$ cat src/rtl/game_pkg.sv
// Shared game encodings and helpers for the answer-entry path.
// Controller state codes, result-state test, slot code to prime decode, entry FSM type.
package game_pkg;

   localparam logic [3:0] GS_QUESTION = 4'b0011;
   localparam logic [3:0] GS_INPUT    = 4'b0100;
   localparam logic [3:0] GS_DRAW     = 4'b0110;
   localparam logic [3:0] GS_GOOD     = 4'b1000;
   localparam logic [3:0] GS_OUCH     = 4'b1001;
   localparam logic [3:0] GS_WIN      = 4'b1010;
   localparam logic [3:0] GS_LOSE     = 4'b1011;

   localparam logic [3:0] DISP_BLANK  = 4'hF;

   typedef enum logic [1:0] {
      FSM_IDLE = 2'd0,
      FSM_HOLD = 2'd1,
      FSM_EDIT = 2'd2,
      FSM_PEND = 2'd3
   } entry_fsm_t;

   function automatic logic is_result_state(input logic [3:0] st);
      case (st)
         GS_DRAW, GS_GOOD, GS_OUCH, GS_WIN, GS_LOSE: is_result_state = 1'b1;
         default:                                    is_result_state = 1'b0;
      endcase
   endfunction

   // Codes above the supported prime table show as blank rather than a bogus digit.
   function automatic logic [3:0] code_to_prime(input logic [3:0] code);
      case (code)
         4'd0:    code_to_prime = DISP_BLANK;
         4'd1:    code_to_prime = 4'd2;
         4'd2:    code_to_prime = 4'd3;
         4'd3:    code_to_prime = 4'd5;
         4'd4:    code_to_prime = 4'd7;
         4'd5:    code_to_prime = 4'd11;
         4'd6:    code_to_prime = 4'd13;
         default: code_to_prime = DISP_BLANK;
      endcase
   endfunction

endpackage

$ cat src/rtl/entry_slot.sv
// One answer slot: wrapping code counter with clear, plus its registered prime display digit.
module entry_slot
   import game_pkg::*;
#(
   parameter int CODE_W   = 4,
   parameter int MAX_CODE = 4
) (
   input  logic              CLK,
   input  logic              RST,
   input  logic              wipe,
   input  logic              clr,
   input  logic              inc,
   output logic [CODE_W-1:0] code,
   output logic [CODE_W-1:0] disp
);

   logic [CODE_W-1:0] code_r;
   logic [CODE_W-1:0] disp_r;
   logic [CODE_W-1:0] next_code_s;

   // Next code: clear wins over increment; increment wraps MAX_CODE back to 1, never to 0.
   always_comb begin
      next_code_s = code_r;
      if (clr) begin
         next_code_s = {CODE_W{1'b0}};
      end else if (inc) begin
         if (code_r >= CODE_W'(MAX_CODE)) begin
            next_code_s = CODE_W'(1);
         end else begin
            next_code_s = code_r + CODE_W'(1);
         end
      end else begin
         next_code_s = code_r;
      end
   end

   // Code register and display register; display trails the code by one edge.
   always_ff @(posedge CLK) begin
      if (RST || wipe) begin
         code_r <= {CODE_W{1'b0}};
         disp_r <= {CODE_W{1'b0}};
      end else begin
         code_r <= next_code_s;
         disp_r <= CODE_W'(code_to_prime(4'(code_r)));
      end
   end

   assign code = code_r;
   assign disp = disp_r;

endmodule

$ cat src/rtl/answer_entry.sv
// Player answer entry and question hold: edge-detected slot buttons, commit to judge over valid/ready.
module answer_entry
   import game_pkg::*;
#(
   parameter int SLOTS    = 3,
   parameter int CODE_W   = 4,
   parameter int MAX_CODE = 4,
   parameter int Q_W      = 12
) (
   input  logic                      CLK,
   input  logic                      RST,
   input  logic [3:0]                STATE,
   input  logic [SLOTS-1:0]          SEL,
   input  logic                      DEC,
   input  logic                      CLR_IN,
   input  logic [Q_W-1:0]            QUESTION_IN,
   input  logic                      Q_VALID,
   input  logic                      ANS_READY,
   output logic [SLOTS*CODE_W-1:0]   ANS_OUT,
   output logic                      ANS_VALID,
   output logic [SLOTS*CODE_W-1:0]   DISP_ANS,
   output logic [Q_W-1:0]            DISP_Q,
   output logic                      QUE_OK,
   output logic                      LED
);

   localparam int AW = SLOTS * CODE_W;

   entry_fsm_t        state_r;
   logic [SLOTS-1:0]  sel_q_r;
   logic              dec_q_r;
   logic              clr_q_r;
   logic [Q_W-1:0]    q_r;
   logic              que_ok_r;
   logic              led_r;
   logic              ans_valid_r;
   logic [AW-1:0]     ans_out_r;

   logic [SLOTS-1:0]  sel_rise_s;
   logic [SLOTS-1:0]  inc_s;
   logic              dec_rise_s;
   logic              clr_rise_s;
   logic              result_s;
   logic              latch_s;
   logic              edit_s;
   logic              clear_s;
   logic              commit_s;
   logic              found_s;
   logic [AW-1:0]     codes_s;
   logic [AW-1:0]     disp_s;

   // Event decode: one EDIT event per cycle, clear over commit over lowest-index increment.
   always_comb begin
      result_s   = is_result_state(STATE);
      latch_s    = Q_VALID && (QUESTION_IN != {Q_W{1'b0}}) && !result_s;
      edit_s     = (state_r == FSM_EDIT);
      sel_rise_s = SEL & ~sel_q_r;
      dec_rise_s = DEC & ~dec_q_r;
      clr_rise_s = CLR_IN & ~clr_q_r;
      clear_s    = edit_s && clr_rise_s && !result_s;
      commit_s   = edit_s && dec_rise_s && !clr_rise_s && !result_s;
      inc_s      = {SLOTS{1'b0}};
      found_s    = 1'b0;
      for (int i = 0; i < SLOTS; i++) begin
         if (edit_s && !clr_rise_s && !dec_rise_s && !result_s && !found_s && sel_rise_s[i]) begin
            inc_s[i] = 1'b1;
            found_s  = 1'b1;
         end else begin
            found_s  = found_s;
         end
      end
   end

   for (genvar g = 0; g < SLOTS; g++) begin : g_slot
      entry_slot #(
         .CODE_W   (CODE_W),
         .MAX_CODE (MAX_CODE)
      ) u_slot (
         .CLK  (CLK),
         .RST  (RST),
         .wipe (result_s),
         .clr  (clear_s),
         .inc  (inc_s[g]),
         .code (codes_s[g*CODE_W +: CODE_W]),
         .disp (disp_s[g*CODE_W +: CODE_W])
      );
   end

   // Entry FSM with question register, handshake outputs and button edge registers.
   always_ff @(posedge CLK) begin
      if (RST) begin
         state_r     <= FSM_IDLE;
         sel_q_r     <= {SLOTS{1'b0}};
         dec_q_r     <= 1'b0;
         clr_q_r     <= 1'b0;
         q_r         <= {Q_W{1'b0}};
         que_ok_r    <= 1'b0;
         led_r       <= 1'b0;
         ans_valid_r <= 1'b0;
         ans_out_r   <= {AW{1'b0}};
      end else begin
         sel_q_r <= SEL;
         dec_q_r <= DEC;
         clr_q_r <= CLR_IN;
         led_r   <= que_ok_r;
         if (result_s) begin
            state_r     <= FSM_IDLE;
            q_r         <= {Q_W{1'b0}};
            que_ok_r    <= 1'b0;
            ans_valid_r <= 1'b0;
            ans_out_r   <= {AW{1'b0}};
         end else begin
            if (latch_s) begin
               q_r      <= QUESTION_IN;
               que_ok_r <= 1'b1;
            end
            case (state_r)
               FSM_IDLE: begin
                  if (latch_s) state_r <= FSM_HOLD;
               end
               FSM_HOLD: begin
                  if (STATE == GS_INPUT) state_r <= FSM_EDIT;
               end
               FSM_EDIT: begin
                  if (commit_s) begin
                     ans_out_r   <= codes_s;
                     ans_valid_r <= 1'b1;
                     state_r     <= FSM_PEND;
                  end else if (STATE != GS_INPUT) begin
                     state_r <= FSM_HOLD;
                  end
               end
               FSM_PEND: begin
                  if (ANS_READY) begin
                     ans_valid_r <= 1'b0;
                     state_r     <= (STATE == GS_INPUT) ? FSM_EDIT : FSM_HOLD;
                  end
               end
               default: state_r <= FSM_IDLE;
            endcase
         end
      end
   end

   assign ANS_OUT   = ans_out_r;
   assign ANS_VALID = ans_valid_r;
   assign DISP_ANS  = disp_s;
   assign DISP_Q    = q_r;
   assign QUE_OK    = que_ok_r;
   assign LED       = led_r;

endmodule

$ cat config.mk
export PLATFORM = sky130hd
export DESIGN_NAME = answer_entry
export DESIGN_NICKNAME = d
export VERILOG_FILES = /design/src/rtl/game_pkg.sv /design/src/rtl/entry_slot.sv /design/src/rtl/answer_entry.sv
export SDC_FILE = /design/constraint.sdc
export NUM_CORES = 1
export LEC_CHECK = 0
export ABC_CLOCK_PERIOD_IN_PS = 1600
export BUFFER_PORTS_ARGS = -buffer_cell sky130_fd_sc_hd__buf_4
export CAP_MARGIN = 20
export CORE_ASPECT_RATIO = 0.6
export CORE_UTILIZATION = 53
export DETAILED_ROUTE_END_ITERATION = 10
export GPL_TIMING_DRIVEN = 0
export PLACE_DENSITY = 0.79
export SLEW_MARGIN = 0
export SYNTH_ARGS = -nofsm -noshare
export SYNTH_HDL_FRONTEND = slang
export SYNTH_SLANG_ARGS = --single-unit
$ cat constraint.sdc
create_clock -name CLK -period 1.6 [get_ports CLK]
set_input_delay 0.08 -clock CLK [delete_from_list [all_inputs] [get_ports CLK]]
set_output_delay 0.08 -clock CLK [all_outputs]
set_load 0.005 [all_outputs]
==> impl_metrics.ini <==
[die]
die_h_microns = 56.49
coreArea_sq_mm = 0.004659
ios = 64
chipWidth_microns = 92.81
rows = 19
die-area_sq_mm = 0.005242
start_util_pct = 56.28

[timing]
worst_slew_pin_slew_ps = 580.6
final-max-slew-violation-count = 0
fin_crit_ps = 1545
rsz0062_at_grt = true
fmax_mhz = 647.5
fin_crit_sh_pct = 96.53
hold_viol_final = 0
fin_tns_setup_ps = 0
relSlewSlack_pct = 61.29
clock-skew-final_ps = 9.040
setup_viol = 0

[worst_setup_path]
crit_path_max_incr_delay_ps = 560
cp_common_cell = buf_4
crit_required_ps = 1840
path_class = primary input to register
critPathCaptureType = register
worst-path-max-fanout = 4
path_cells = dlygate4sd3_1, buf_4, nor2b_1, nor4_4, and3_1, buf_4, o221a_2
arrival_ps = 1780
cp_slowest_cell = dlygate4sd3_1
cp-start-kind = primary input

[route]
drcViolationCount = 0
wl_per_cell_microns = 16.08
drt-initial-drc-count = 229
vias = 2620
routed_wl_mm = 7.427
via_per_inst = 5.671
ant_nets = 0
first_pass_iters = 6

[run]
cap_violations = 0

[synth]
synth_top_family_by_area = simple AND/OR/NAND/NOR gates
synth_area_sq_mm = 0.002623
syn_inst = 313
ys_async_sr_fraction_pct = 0
ys_seq_elements = 58
synth_edf_count = 0
synth_fa_ha_area_share_pct = 5.725
ys_types = 41
synth_fp_nets = 350
synth_compound_area_share_pct = 16.08
synthXorXnorAreaFrac_pct = 0
seq_area_frac_synth_pct = 44.27
yosys_most_used_dff = dfxtp_1
yosys.area_share.simple_pct = 27.24
postSynthAreaPerCell_sq_um = 8.379
synthMuxAreaShare_pct = 1.527
synth_warnings = 0

[global_route]
grt_overflow = 0
grt_pass1_wl_mm = 11.85
antenna_found_initial = 0
grt_pass1_vias = 2433
gr-usage-all-layers_pct = 29.67
grt_max_degree = 11

[cts]
root_buffer = clkbuf_8
clkSlewWorstSetupHoldPaths_ps = 70
cts_tree = done
numCtsBuffers = 9
clock_tree.buffer_depth = 2
h-tree-depth = 3
clock_latency_ps = 350
postCtsSetupBuffers = 0
clock-sinks = 58

[finish]
fill_cells = 349
syn2layout_area_growth_pct = 36.40
antenna_cells = 0
stdcell_area_sq_mm = 0.003577
multi_input_area_sq_mm = 0.001396
nNetsFinal = 432
register_area_sq_mm = 0.001165
drive_above_1_share_pct = 26.82

[power]
power.density_mw_per_mm2 = 976.0
ir_drop_mv = 0.7224
p_leak_nw = 1.387
power_mw = 3.491

[outcome]
status = completed

[placed_design]
gp_congestion = 0.8494
dp_hpwl_mm = 5.019
portBuffers = 63
place_area_sq_mm = 0.003174

[worst_hold_path]
min_path_type = primary input to register
## synthesized netlist by cell type, drive strengths merged (2+ instances only)
master,count,area share [%]
ha,12,5.7
nand4,3,0.72
nand3,17,3.2
buf,12,2.6
nor3,13,2.5
a211oi,2,0.57
a21oi,35,6.8
o21ai,18,3.4
clkbuf,8,1.1
and3,3,0.72
dfxtp,58,44
nor4,4,1.2
nor4b,4,1.3
o22ai,2,0.48
mux2i,4,1.5
nor2,25,3.6
nand2b,9,2.1
inv,10,1.4
o31a,4,1.3
nand2,41,5.9
nor2b,13,3.1
or4,3,1.1
## report_power, final
part	internal (mW)	leakage (nW)	switching [mW]
registers	1.49	0.476	0.0234
logic	0.157	0.793	0.161
clock network	1.06	0.118	0.594
total	2.71	1.39	0.778
## worst paths after layout
kind                                      from                        to  slack (ps)  cells after the start
worst max-delay path                    SEL[0]  g_slot[1].u_slot.code[0]          60                      7
worst min-delay path            QUESTION_IN[8]                 DISP_Q[8]           7                      3
worst max register to register      state_r[0]  g_slot[2].u_slot.code[1]          70                      5
worst min register to register      ANS_OUT[9]                ANS_OUT[9]         470                      2
## final cells by class
| type | instances | area share [%] |
|---|---|---|
| Tap cell | 63 | 2.204 |
| Sequential cell | 58 | 32.56 |
| Multi-Input combinational cell | 225 | 39.03 |
| Inverter | 10 | 1.049 |
| Buffer | 20 | 2.973 |
| Clock inverter | 5 | 2.868 |
| Clock buffer | 10 | 3.847 |
| Timing Repair Buffer | 71 | 15.46 |
## routing by layer
layer / track usage, % / vias up / part of all wire, %
met5: 0 / - / 0
met4: 10.33 / 0 / 1.7
met3: 7.859 / 19 / 7.0
met2: 44.96 / 120 / 44
met1: 40.87 / 1232 / 48
li1: - / 1249 / -
## sequential cells by signal, indices dropped and copies added (netlist names), 2 cells and up
| name | count |
|---|---|
| g_slot.u_slot.code | 12 |
| g_slot.u_slot.disp | 12 |
| DISP_Q | 12 |
| sel_q_r | 3 |
| state_r | 2 |
| ANS_OUT | 12 |
## kinds of logic (layout without fill, tap and decap cells)
logic type | after synthesis | in the layout
and+or+nand+nor | 140 | 140
AOI/OAI and AO/OA | 69 | 69
DFF | 58 | 58
buffers and inverters | 30 | 116
adders and majority gates | 12 | 12
muxes | 4 | 4
## cell usage in the layout (no fill, tap or decap), types with 2 or more instances in the layout
master	synthesis	final
nor3_2	0	3
nand2_1	41	41
nor2b_1	13	11
or4_4	2	2
and3_1	3	3
nor2_1	25	25
dfxtp_1	58	55
o31a_1	4	4
o21ai_0	17	17
buf_2	6	3
ha_1	12	12
buf_1	4	4
nor4b_1	4	4
nand4_1	3	3
clkbuf_8	0	10
bufinv_16	0	3
o22ai_1	2	2
nor3_1	13	9
dfxtp_2	0	3
nand3_1	17	16
nand2b_1	9	8
clkbuf_1	8	7
nor4_1	3	3
buf_6	2	2
mux2i_1	4	4
inv_1	10	10
buf_4	0	65
a211oi_1	2	2
dlygate4sd3_1	0	8
a21oi_1	34	34
## metrics by stage
step | util [%] | instances | hold WS [ps] | setup WS, ps
5_1_grt | 76.77 | 462 | 15.70 | -37.91
3_3_place_gp | 68.13 | 439 | 297.6 | -123.9
3_5_place_dp | 68.13 | 439 | 306.9 | -196.2
2_1_floorplan | - | 313 | 151.6 | 169.1
4_1_cts | 75.83 | 462 | 0.3998 | 13.53
6_report | 76.77 | 462 | 6.809 | 55.49
## worst max-delay path, delay by kind of cell
kind	cells	cell delay (ps)
buffers and inverters	3	820
AND/OR/NAND/NOR	3	620
AO/OA/AOI/OAI	1	260
## timing repair
action / 4_1_cts / 5_1_grt
hold endpoints to repair: 8 / 0
hold buffers: 8 / 0
endpoints found under the setup margin: 20 / 28
resized for setup: 7 / 14
pin swaps: 1 / 1
Note: power is estimated with default switching activity, not from simulation.
